[src/rtl/udp_tx_pkg.sv]
// Shared ethernet framing definitions: framer state encoding and UDP header layout.
// The ARP and ICMP framers import the same package.
package udp_tx_pkg;

  typedef enum logic [2:0] {
    ST_IDLE     = 3'd0,
    ST_REQ      = 3'd1,
    ST_READY    = 3'd2,
    ST_HDR      = 3'd3,
    ST_PAY      = 3'd4,
    ST_WAIT_END = 3'd5
  } frm_state_e;

  localparam logic [15:0] UDP_HDR_LEN = 16'd8;

  localparam logic [2:0] HDR_SRC_HI  = 3'd0;
  localparam logic [2:0] HDR_SRC_LO  = 3'd1;
  localparam logic [2:0] HDR_DST_HI  = 3'd2;
  localparam logic [2:0] HDR_DST_LO  = 3'd3;
  localparam logic [2:0] HDR_LEN_HI  = 3'd4;
  localparam logic [2:0] HDR_LEN_LO  = 3'd5;
  localparam logic [2:0] HDR_CSUM_HI = 3'd6;
  localparam logic [2:0] HDR_CSUM_LO = 3'd7;

  // Checksum bytes stay zero: "not computed" is legal for UDP over IPv4.
  function automatic logic [7:0] udp_hdr_byte(input logic [2:0]  idx,
                                               input logic [15:0] src_port,
                                               input logic [15:0] dst_port,
                                               input logic [15:0] udp_len);
    logic [7:0] b;
    b = 8'h00;
    case (idx)
      HDR_SRC_HI:  b = src_port[15:8];
      HDR_SRC_LO:  b = src_port[7:0];
      HDR_DST_HI:  b = dst_port[15:8];
      HDR_DST_LO:  b = dst_port[7:0];
      HDR_LEN_HI:  b = udp_len[15:8];
      HDR_LEN_LO:  b = udp_len[7:0];
      HDR_CSUM_HI: b = 8'h00;
      HDR_CSUM_LO: b = 8'h00;
      default:     b = 8'h00;
    endcase
    return b;
  endfunction

endpackage

[src/rtl/udp_tx.sv]
// UDP transmit framer: requests the IP layer, then serves the 8-byte header and
// payload bytes (pulled from the application) one per upper_data_req cycle.
//
// state    | meaning
// IDLE     | waiting for app_tx_start
// REQ      | udp_tx_req high, waiting for ack with timeout
// READY    | granted, waiting for the first pull
// HDR      | serving header bytes 1..7
// PAY      | forwarding payload pulls to the application
// WAIT_END | frame handed off, waiting for mac_send_end
module udp_tx
  import udp_tx_pkg::*;
#(
  parameter logic [15:0] LOCAL_PORT  = 16'h1F90,
  parameter logic [15:0] DEST_PORT   = 16'h1F90,
  parameter logic [15:0] MAX_PAYLOAD = 16'd1472,
  parameter logic [23:0] ACK_TIMEOUT = 24'd12_500_000
) (
  input  logic        clk,
  input  logic        rstn,
  input  logic        app_tx_start,
  input  logic [15:0] app_tx_length,
  output logic        app_data_req,
  input  logic [7:0]  app_data,
  output logic        busy,
  output logic        tx_done,
  output logic        tx_error,
  output logic        udp_tx_req,
  input  logic        udp_tx_ack,
  output logic        udp_tx_ready,
  output logic [7:0]  udp_tx_data,
  output logic [15:0] udp_send_data_length,
  input  logic        upper_data_req,
  input  logic        mac_send_end
);

  frm_state_e  state_q, state_d;
  logic [15:0] len_q, len_d;
  logic [15:0] send_len_q, send_len_d;
  logic [15:0] cnt_q, cnt_d;
  logic [23:0] tmr_q, tmr_d;
  logic [7:0]  hdr_byte_q, hdr_byte_d;
  logic        sel_pay_q, sel_pay_d;
  logic        tx_done_q, tx_done_d;
  logic        tx_error_q, tx_error_d;

  logic [15:0] pay_last;
  assign pay_last = len_q + UDP_HDR_LEN - 16'd1;

  always_comb begin
    state_d      = state_q;
    len_d        = len_q;
    send_len_d   = send_len_q;
    cnt_d        = cnt_q;
    tmr_d        = tmr_q;
    hdr_byte_d   = 8'h00;
    sel_pay_d    = 1'b0;
    tx_done_d    = 1'b0;
    tx_error_d   = 1'b0;
    app_data_req = 1'b0;

    case (state_q)
      ST_IDLE: begin
        if (app_tx_start) begin
          if (app_tx_length > MAX_PAYLOAD) begin
            tx_error_d = 1'b1;
          end else begin
            len_d      = app_tx_length;
            send_len_d = app_tx_length + UDP_HDR_LEN;
            cnt_d      = 16'd0;
            tmr_d      = ACK_TIMEOUT;
            state_d    = ST_REQ;
          end
        end
      end
      ST_REQ: begin
        if (udp_tx_ack) begin
          state_d = ST_READY;
        end else if (tmr_q <= 24'd1) begin
          tx_error_d = 1'b1;
          state_d    = ST_IDLE;
        end else begin
          tmr_d = tmr_q - 24'd1;
        end
      end
      ST_READY: begin
        if (upper_data_req) begin
          hdr_byte_d = udp_hdr_byte(HDR_SRC_HI, LOCAL_PORT, DEST_PORT, send_len_q);
          cnt_d      = 16'd1;
          state_d    = ST_HDR;
        end
      end
      ST_HDR: begin
        if (upper_data_req) begin
          hdr_byte_d = udp_hdr_byte(cnt_q[2:0], LOCAL_PORT, DEST_PORT, send_len_q);
          cnt_d      = cnt_q + 16'd1;
          if (cnt_q == UDP_HDR_LEN - 16'd1)
            state_d = (len_q == 16'd0) ? ST_WAIT_END : ST_PAY;
        end
      end
      ST_PAY: begin
        // Data arrives from the application next cycle; only the mux select is registered.
        if (upper_data_req) begin
          app_data_req = 1'b1;
          sel_pay_d    = 1'b1;
          cnt_d        = cnt_q + 16'd1;
          if (cnt_q == pay_last)
            state_d = ST_WAIT_END;
        end
      end
      ST_WAIT_END: begin
        if (mac_send_end) begin
          tx_done_d = 1'b1;
          state_d   = ST_IDLE;
        end
      end
      default: state_d = ST_IDLE;
    endcase
  end

  always_ff @(posedge clk or negedge rstn) begin
    if (!rstn) begin
      state_q    <= ST_IDLE;
      len_q      <= 16'd0;
      send_len_q <= 16'd0;
      cnt_q      <= 16'd0;
      tmr_q      <= 24'd0;
      hdr_byte_q <= 8'h00;
      sel_pay_q  <= 1'b0;
      tx_done_q  <= 1'b0;
      tx_error_q <= 1'b0;
    end else begin
      state_q    <= state_d;
      len_q      <= len_d;
      send_len_q <= send_len_d;
      cnt_q      <= cnt_d;
      tmr_q      <= tmr_d;
      hdr_byte_q <= hdr_byte_d;
      sel_pay_q  <= sel_pay_d;
      tx_done_q  <= tx_done_d;
      tx_error_q <= tx_error_d;
    end
  end

  assign busy                 = (state_q != ST_IDLE);
  assign udp_tx_req           = (state_q == ST_REQ);
  assign udp_tx_ready         = (state_q == ST_READY) || (state_q == ST_HDR) || (state_q == ST_PAY);
  assign udp_tx_data          = sel_pay_q ? app_data : hdr_byte_q;
  assign udp_send_data_length = send_len_q;
  assign tx_done              = tx_done_q;
  assign tx_error             = tx_error_q;

endmodule

[config.mk]
export PLATFORM = sky130hd
export DESIGN_NAME = udp_tx
export DESIGN_NICKNAME = d
export VERILOG_FILES = /design/src/rtl/udp_tx_pkg.sv /design/src/rtl/udp_tx.sv
export SDC_FILE = /design/constraint.sdc
export NUM_CORES = 1
export LEC_CHECK = 0
export CELL_PAD_IN_SITES_DETAIL_PLACEMENT = 0
export CELL_PAD_IN_SITES_GLOBAL_PLACEMENT = 1
export CORE_MARGIN = 3
export CORE_UTILIZATION = 52
export DETAILED_ROUTE_END_ITERATION = 6
export DONT_BUFFER_PORTS = 1
export PLACE_DENSITY_LB_ADDON = 0.1
export SLEW_MARGIN = 30
export SYNTH_ARGS = -nofsm -noshare
export SYNTH_HDL_FRONTEND = slang
export SYNTH_SLANG_ARGS = --single-unit
[constraint.sdc]
create_clock -name clk -period 5.4 [get_ports clk]
set_clock_uncertainty 0.2 [all_clocks]
set_input_delay 0.27 -clock clk [delete_from_list [all_inputs] [get_ports clk]]
set_output_delay 0.27 -clock clk [all_outputs]
set_load 0.005 [all_outputs]
==> flow_summary.yaml, run 1 <==
timing:
  timing.slew.headroom: 0.434
  hold_ws_ns: 0.00791
  fin_crit_ns: 2.92
  rsz0062_at_grt: "false"
  fmax_mhz: 342
  worst_pin_slew_ns: 0.846
  drv_slew: 0
  setup_viol: 0
  period_share: 0.541
  fin_setup_tns_ns: 0
  finalHoldViolCount: 0
power_and_ir_drop:
  cellPowerDensity_nw_per_um2: 493
  leakage_nw: 2.23
  vdd_drop_max_mv: 0.251
  p_total_w: 0.00255
grt:
  grt_max_degree: 84
  overflow: 0
  grt_pass1_wl_mm: 19.0
  track_usage: 0.234
  grt_antenna_before_repair: 0
  grt_pass1_vias: 3756
routing:
  wl_per_cell_um: 17.8
  first_pass_iters: 4
  drt-total-wl_mm: 11.4
  drc: 0
  ant_nets: 0
  via_count: 3856
  drt_iter0_markers: 183
  vias_per_cell: 6.03
yosys:
  yosysSeqAreaShare: 0.439
  synth-edff-count: 0
  ys_ff_latch: 83
  synth_ff_type: "dfrtp_1"
  syn_area_um2: 4730
  synth_async_sr_flop_share: 1.00
  ys_warn_count: 0
  syn_avg_cell_area_um2: 9.02
  syn_inst: 525
  ys_types: 56
  synth_fp_nets: 565
setup_path:
  path_class: "reg -> reg"
  path_cells: "or4_4, nor4_1, nand2b_1, nor4_2, and3_1, o21ai_0"
  start_kind: "flop"
  worstPathRequired_ns: 5.40
  endpoint_kind: "flop"
  crit_arrival_ns: 2.92
  critPathMaxFanout: 9
  max_stage_delay_ns: 0.65
  crit_slowest_cell: "nor4_2"
final_layout:
  antennaDiodeCount: 0
  drive_above_1_share: 0.0789
  final_cell_mix: "dfrtp_1 (83), nand2_1 (74), o21ai_0 (46), nor2_1 (38), xnor2_1 (24)"
  syn2layout_area_growth_pct: 9.17
  final_nets: 567
  fill_cells: 783
  final_common_cell: "dfrtp_1"
clock_tree:
  tritoncts: "done"
  htreeDepth: 3
  clk_latency_ns: 0.35
  cts_root_buf: "clkbuf_8"
  clk_pin_slew_ns: 0.09
  ctsResizeCount: 0
  clk_path_buf_depth: 2
  cts_buffers: 9
  cts_sinks: 83
floorplanning:
  chipHeight_um: 101
  core_um2: 8760
  fp.dieW_um: 101
  num_io_pins: 60
  fp-row-count: 34
  fp.dieArea_um2: 10300
  start_util: 0.540
flow_run:
  max_cap_viol_count: 0
place:
  place_hpwl_mm: 7.94
  port_buffers: 0
  gp_congestion: 0.827
run_status:
  status: "completed"
worst_hold_path:
  hold_class: "in -> reg"
repair_timing:
item	CTS	global route
hold buffers	17	0
endpoints found under the hold margin	114	0
setup buffers	0	0
power breakdown:
group / internal (W) / switching, W
clock: 0.000264 / 0.000232
combinational: 0.000428 / 0.000636
sequential: 0.000773 / 0.000217
total: 0.00147 / 0.00109
routing by layer:
| metal | global-route usage | wire length (um) | vias to the layer above |
|---|---|---|---|
| met5 | 0 | 0 | - |
| met3 | 0.0448 | 671 | 19 |
| met4 | 0.0798 | 232 | 0 |
| met1 | 0.315 | 5160 | 1878 |
| li1 | - | - | 1854 |
| met2 | 0.378 | 5350 | 105 |
layout make-up:
cell class	count	area, um^2	share of cell area
multi-input cells	399	2480	0.479
flip-flops and latches	83	2080	0.402
inverters	14	52.6	0.0102
clock inverters	5	85.1	0.0165
well taps	108	135	0.0261
clock buffers	11	131	0.0254
repair buffers	20	210	0.0407
flip-flops by register name (all words and copies together) (netlist names):
register,count
cnt_q,16
hdr_byte_q,8
len_q,16
sel_pay_q,1
state_q,3
tmr_q,24
tx_done,1
tx_error,1
udp_send_data_length,13
synthesized netlist by cell type, drive strengths merged, types with 9 or more instances:
cell / count / share of area
a21oi: 18 / 0.019
a31oi: 9 / 0.015
and2: 11 / 0.015
and3: 15 / 0.020
clkbuf: 23 / 0.018
dfrtp: 83 / 0.44
ha: 10 / 0.026
inv: 14 / 0.011
nand2: 74 / 0.059
nand3: 18 / 0.019
nand4: 10 / 0.013
nor2: 39 / 0.031
nor2b: 9 / 0.012
nor3: 20 / 0.024
nor4: 13 / 0.024
o21ai: 47 / 0.050
xnor2: 24 / 0.044
xor2: 16 / 0.030
kinds of logic (layout without fill, tap and decap cells):
kind of cell,Yosys count,in the layout,share of synthesized area
AND/OR/NAND/NOR,230,230,0.250
multiplexers,11,11,0.0254
adder cells (fa/ha/maj),10,10,0.0264
XOR/XNOR,40,40,0.0740
flip-flops,83,83,0.439
buffers and inverters,43,50,0.0381
AO/OA/AOI/OAI,108,108,0.147
final timing paths:
| check | startpoint | end | slack [ns] | cells after the start |
|---|---|---|---|---|
| min in group asynchronous | rstn | hdr_byte_q[6] | 0.26 | 2 |
| setup reg to reg | tmr_q[6] | tmr_q[23] | 2.48 | 6 |
| hold / removal | app_tx_length[12] | tx_error | 0.008 | 4 |
| hold reg to reg | tmr_q[4] | tmr_q[4] | 0.33 | 2 |
| setup / recovery | tmr_q[6] | tmr_q[23] | 2.48 | 6 |
| max in group asynchronous | rstn | tmr_q[2] | 4.40 | 2 |
stage by stage:
stage               cells  instance area [um^2]   util  setup slack (ns)
global placement      607                  4760  0.544              2.53
floorplan             525                  4730      -              2.89
detailed placement    607                  4760  0.544              2.48
CTS                   640                  5170  0.590              2.46
global route          640                  5170  0.590              2.28
finish                640                  5170  0.590              2.48
worst max-delay path, delay by kind of cell, from the launching register on:
family / cells / cell delay [ns]
AO/OA/AOI/OAI: 1 / 0.09
flip-flops: 1 / 0.46
AND/OR/NAND/NOR: 5 / 2.04
(Power assumes the default switching activity.)
==> run 2: changes to the inputs <==
--- a/config.mk
+++ b/config.mk
@@ -8,7 +8,7 @@
 export CELL_PAD_IN_SITES_DETAIL_PLACEMENT = 0
 export CELL_PAD_IN_SITES_GLOBAL_PLACEMENT = 1
 export CORE_MARGIN = 3
-export CORE_UTILIZATION = 52
+export CORE_UTILIZATION = 49
 export DETAILED_ROUTE_END_ITERATION = 6
 export DONT_BUFFER_PORTS = 1
 export PLACE_DENSITY_LB_ADDON = 0.1
==> constraint.sdc (replaced) <==
create_clock -name clk -period 2.77 [get_ports clk]
set_clock_uncertainty 0.2 [all_clocks]
set_input_delay 0.1385 -clock clk [delete_from_list [all_inputs] [get_ports clk]]
set_output_delay 0.1385 -clock clk [all_outputs]
set_load 0.005 [all_outputs]
==> run 2 against run 1 <==
Maximum frequency up 13%. Power up 99%. Count of clock-buffer cells in the layout up 1. First-iteration DRC count up 43%. Die area up 5.7%. Non-clock buffer count up 20. Sequential share of layout area down 1.4 points. Register-to-register slack worse by 2.3 ns. Combinational power up 120%. Worst setup slack worse by 2.3 ns. Via count up 1.2%. Worst hold slack better by 0.013 ns.
==> flow_summary.yaml, run 2 (synthesized netlist as in run 1, its figures left out) <==
run_status:
  status: "completed"
timing:
  fin_setup_tns_ns: 0
  fmax_mhz: 385
  fin_crit_ns: 2.60
  finalHoldViolCount: 0
  drv_slew: 0
  setup_viol: 0
  rsz0062_at_grt: "false"
  worst_pin_slew_ns: 0.521
  period_share: 0.937
  timing.slew.headroom: 0.652
final_layout:
  largest_reg_flops: 24
  syn2layout_area_growth_pct: 13.1
  drive_above_1_share: 0.120
  final_nets: 587
  final_common_cell: "dfrtp_1"
  final_cell_mix: "dfrtp_1 (83), nand2_1 (74), o21ai_0 (46), nor2_1 (38), xnor2_1 (24)"
  regMostFlops: "tmr_q"
  antennaDiodeCount: 0
  fin_area_um2: 5350
  top_regs: "tmr_q (24), cnt_q (16), len_q (16)"
setup_path:
  worstPathRequired_ns: 2.87
  crit_arrival_ns: 2.70
  r2r_setup_slack_ns: 0.17
  r2r_cells: 7
  r2r-start: "tmr_q[16]"
  critPathMaxFanout: 6
  endpoint_kind: "flop"
  start_kind: "flop"
  path_class: "reg -> reg"
  r2r_end: "tx_error"
routing:
  via_count: 3901
  drt-total-wl_mm: 12.2
  drc: 0
  wl_per_cell_um: 18.0
  vias_per_cell: 5.73
  drt_iter0_markers: 261
  ant_nets: 0
  first_pass_iters: 5
grt:
  grt_pass1_vias: 3781
  grt_busiest_layer: "met2"
  track_usage: 0.232
  grt_antenna_before_repair: 0
  grtUsageMet1: 0.315
  grt_max_degree: 84
  met2_usage: 0.375
  grt_pass1_wl_mm: 20.3
  overflow: 0
  use_met3: 0.0590
clock_tree:
  cts_root_buf: "clkbuf_8"
  clk_path_buf_depth: 2
  clk_pin_slew_ns: 0.10
  tritoncts: "done"
  cts_sinks: 83
  cts_buffers: 9
  htreeDepth: 3
  clk_latency_ns: 0.36
place:
  postPlaceCellArea_um2: 4930
  port_buffers: 0
  place_hpwl_mm: 8.64
  gp_congestion: 0.818
floorplanning:
  fp.dieW_um: 104
  chipHeight_um: 104
  fp.dieArea_um2: 10900
  fp-row-count: 35
  num_io_pins: 60
  start_util: 0.508
  core_um2: 9330
worst_hold_path:
  min_to: "udp_send_data_length[6]"
  hp-start: "app_tx_length[3]"
  hold_class: "in -> reg"
  hold_depth: 3
power_and_ir_drop:
  vdd_drop_max_mv: 0.385
  leakage_nw: 2.33
  cellPowerDensity_nw_per_um2: 948
flow_run:
  max_cap_viol_count: 0
-- run 2: cell count changes in the layout (fill, tap and decap cells not counted), moves of 2 or more --
cell       before  now
clkbuf_8        9   12
clkbuf_1        2    0
bufinv_16       2    0
buf_4           3   22
-- run 2: worst max path at each step --
stage	start	to	slack, ns	cells after the start
after floorplan	tmr_q[6]	tmr_q[16]	0.26	6
after global placement	app_tx_length[4]	tmr_q[12]	0.23	7
after detailed placement	tmr_q[6]	tmr_q[16]	0.13	6
after CTS	app_tx_length[9]	tmr_q[12]	0.01	8
after global routing	tmr_q[16]	tmr_q[17]	0.01	8
final	tmr_q[16]	tx_error	0.17	7
-- run 2: through the flow --
stage	setup WS (ns)	hold slack, ns	total power (W)	util	std cells
global route	0.0113	0.0383	0.00548	0.574	681
finish	0.173	0.0209	0.00508	0.574	681
detailed placement	0.133	-0.355	0.00412	0.529	647
floorplan	0.255	-0.357	0.00349	-	525
CTS	0.0106	0.00353	0.00507	0.571	681
global placement	0.228	-0.355	0.00408	0.529	647
-- run 2: per-layer routing --
layer | wire [um] | share of wire
met1 | 5570 | 0.46
met2 | 5920 | 0.48
met3 | 663 | 0.054
met4 | 72 | 0.0059
met5 | 0 | 0
-- run 2: report_power, final --
group | internal, W | switching [W] | leakage, nW | total, W
clock network | 0.000405 | 0.000469 | 0.0952 | 0.000874
logic | 0.000978 | 0.00134 | 1.16 | 0.00232
registers | 0.00151 | 0.000378 | 1.08 | 0.00188
total | 0.00289 | 0.00219 | 2.33 | 0.00508
-- run 2: worst max-delay path: stages (launching register included) --
cell and delay, ns:
dfrtp_1 0.41, or3_1 0.49, nor3_1 0.36, and4_1 0.29
buf_4 0.13, nand2b_1 0.05, nand2_1 0.06, dlygate4sd3_1 0.54
-- run 2: repair_timing --
| action | in CTS | in global routing |
|---|---|---|
| hold endpoints to repair | 120 | 0 |
| hold buffers | 18 | 0 |
| setup endpoints to repair | 0 | 18 |
| setup buffers | 0 | 0 |
| resized for setup | 0 | 4 |
-- run 2: layout make-up --
| cell class | instances | area [um^2] |
|---|---|---|
| Clock inverter | 4 | 32.5 |
| Multi-Input combinational cell | 399 | 2500 |
| Timing Repair Buffer | 40 | 363 |
| Sequential cell | 83 | 2080 |
| Fill cell | 868 | 3970 |
| Clock buffer | 12 | 165 |
| Tap cell | 129 | 161 |
| Inverter | 14 | 52.6 |
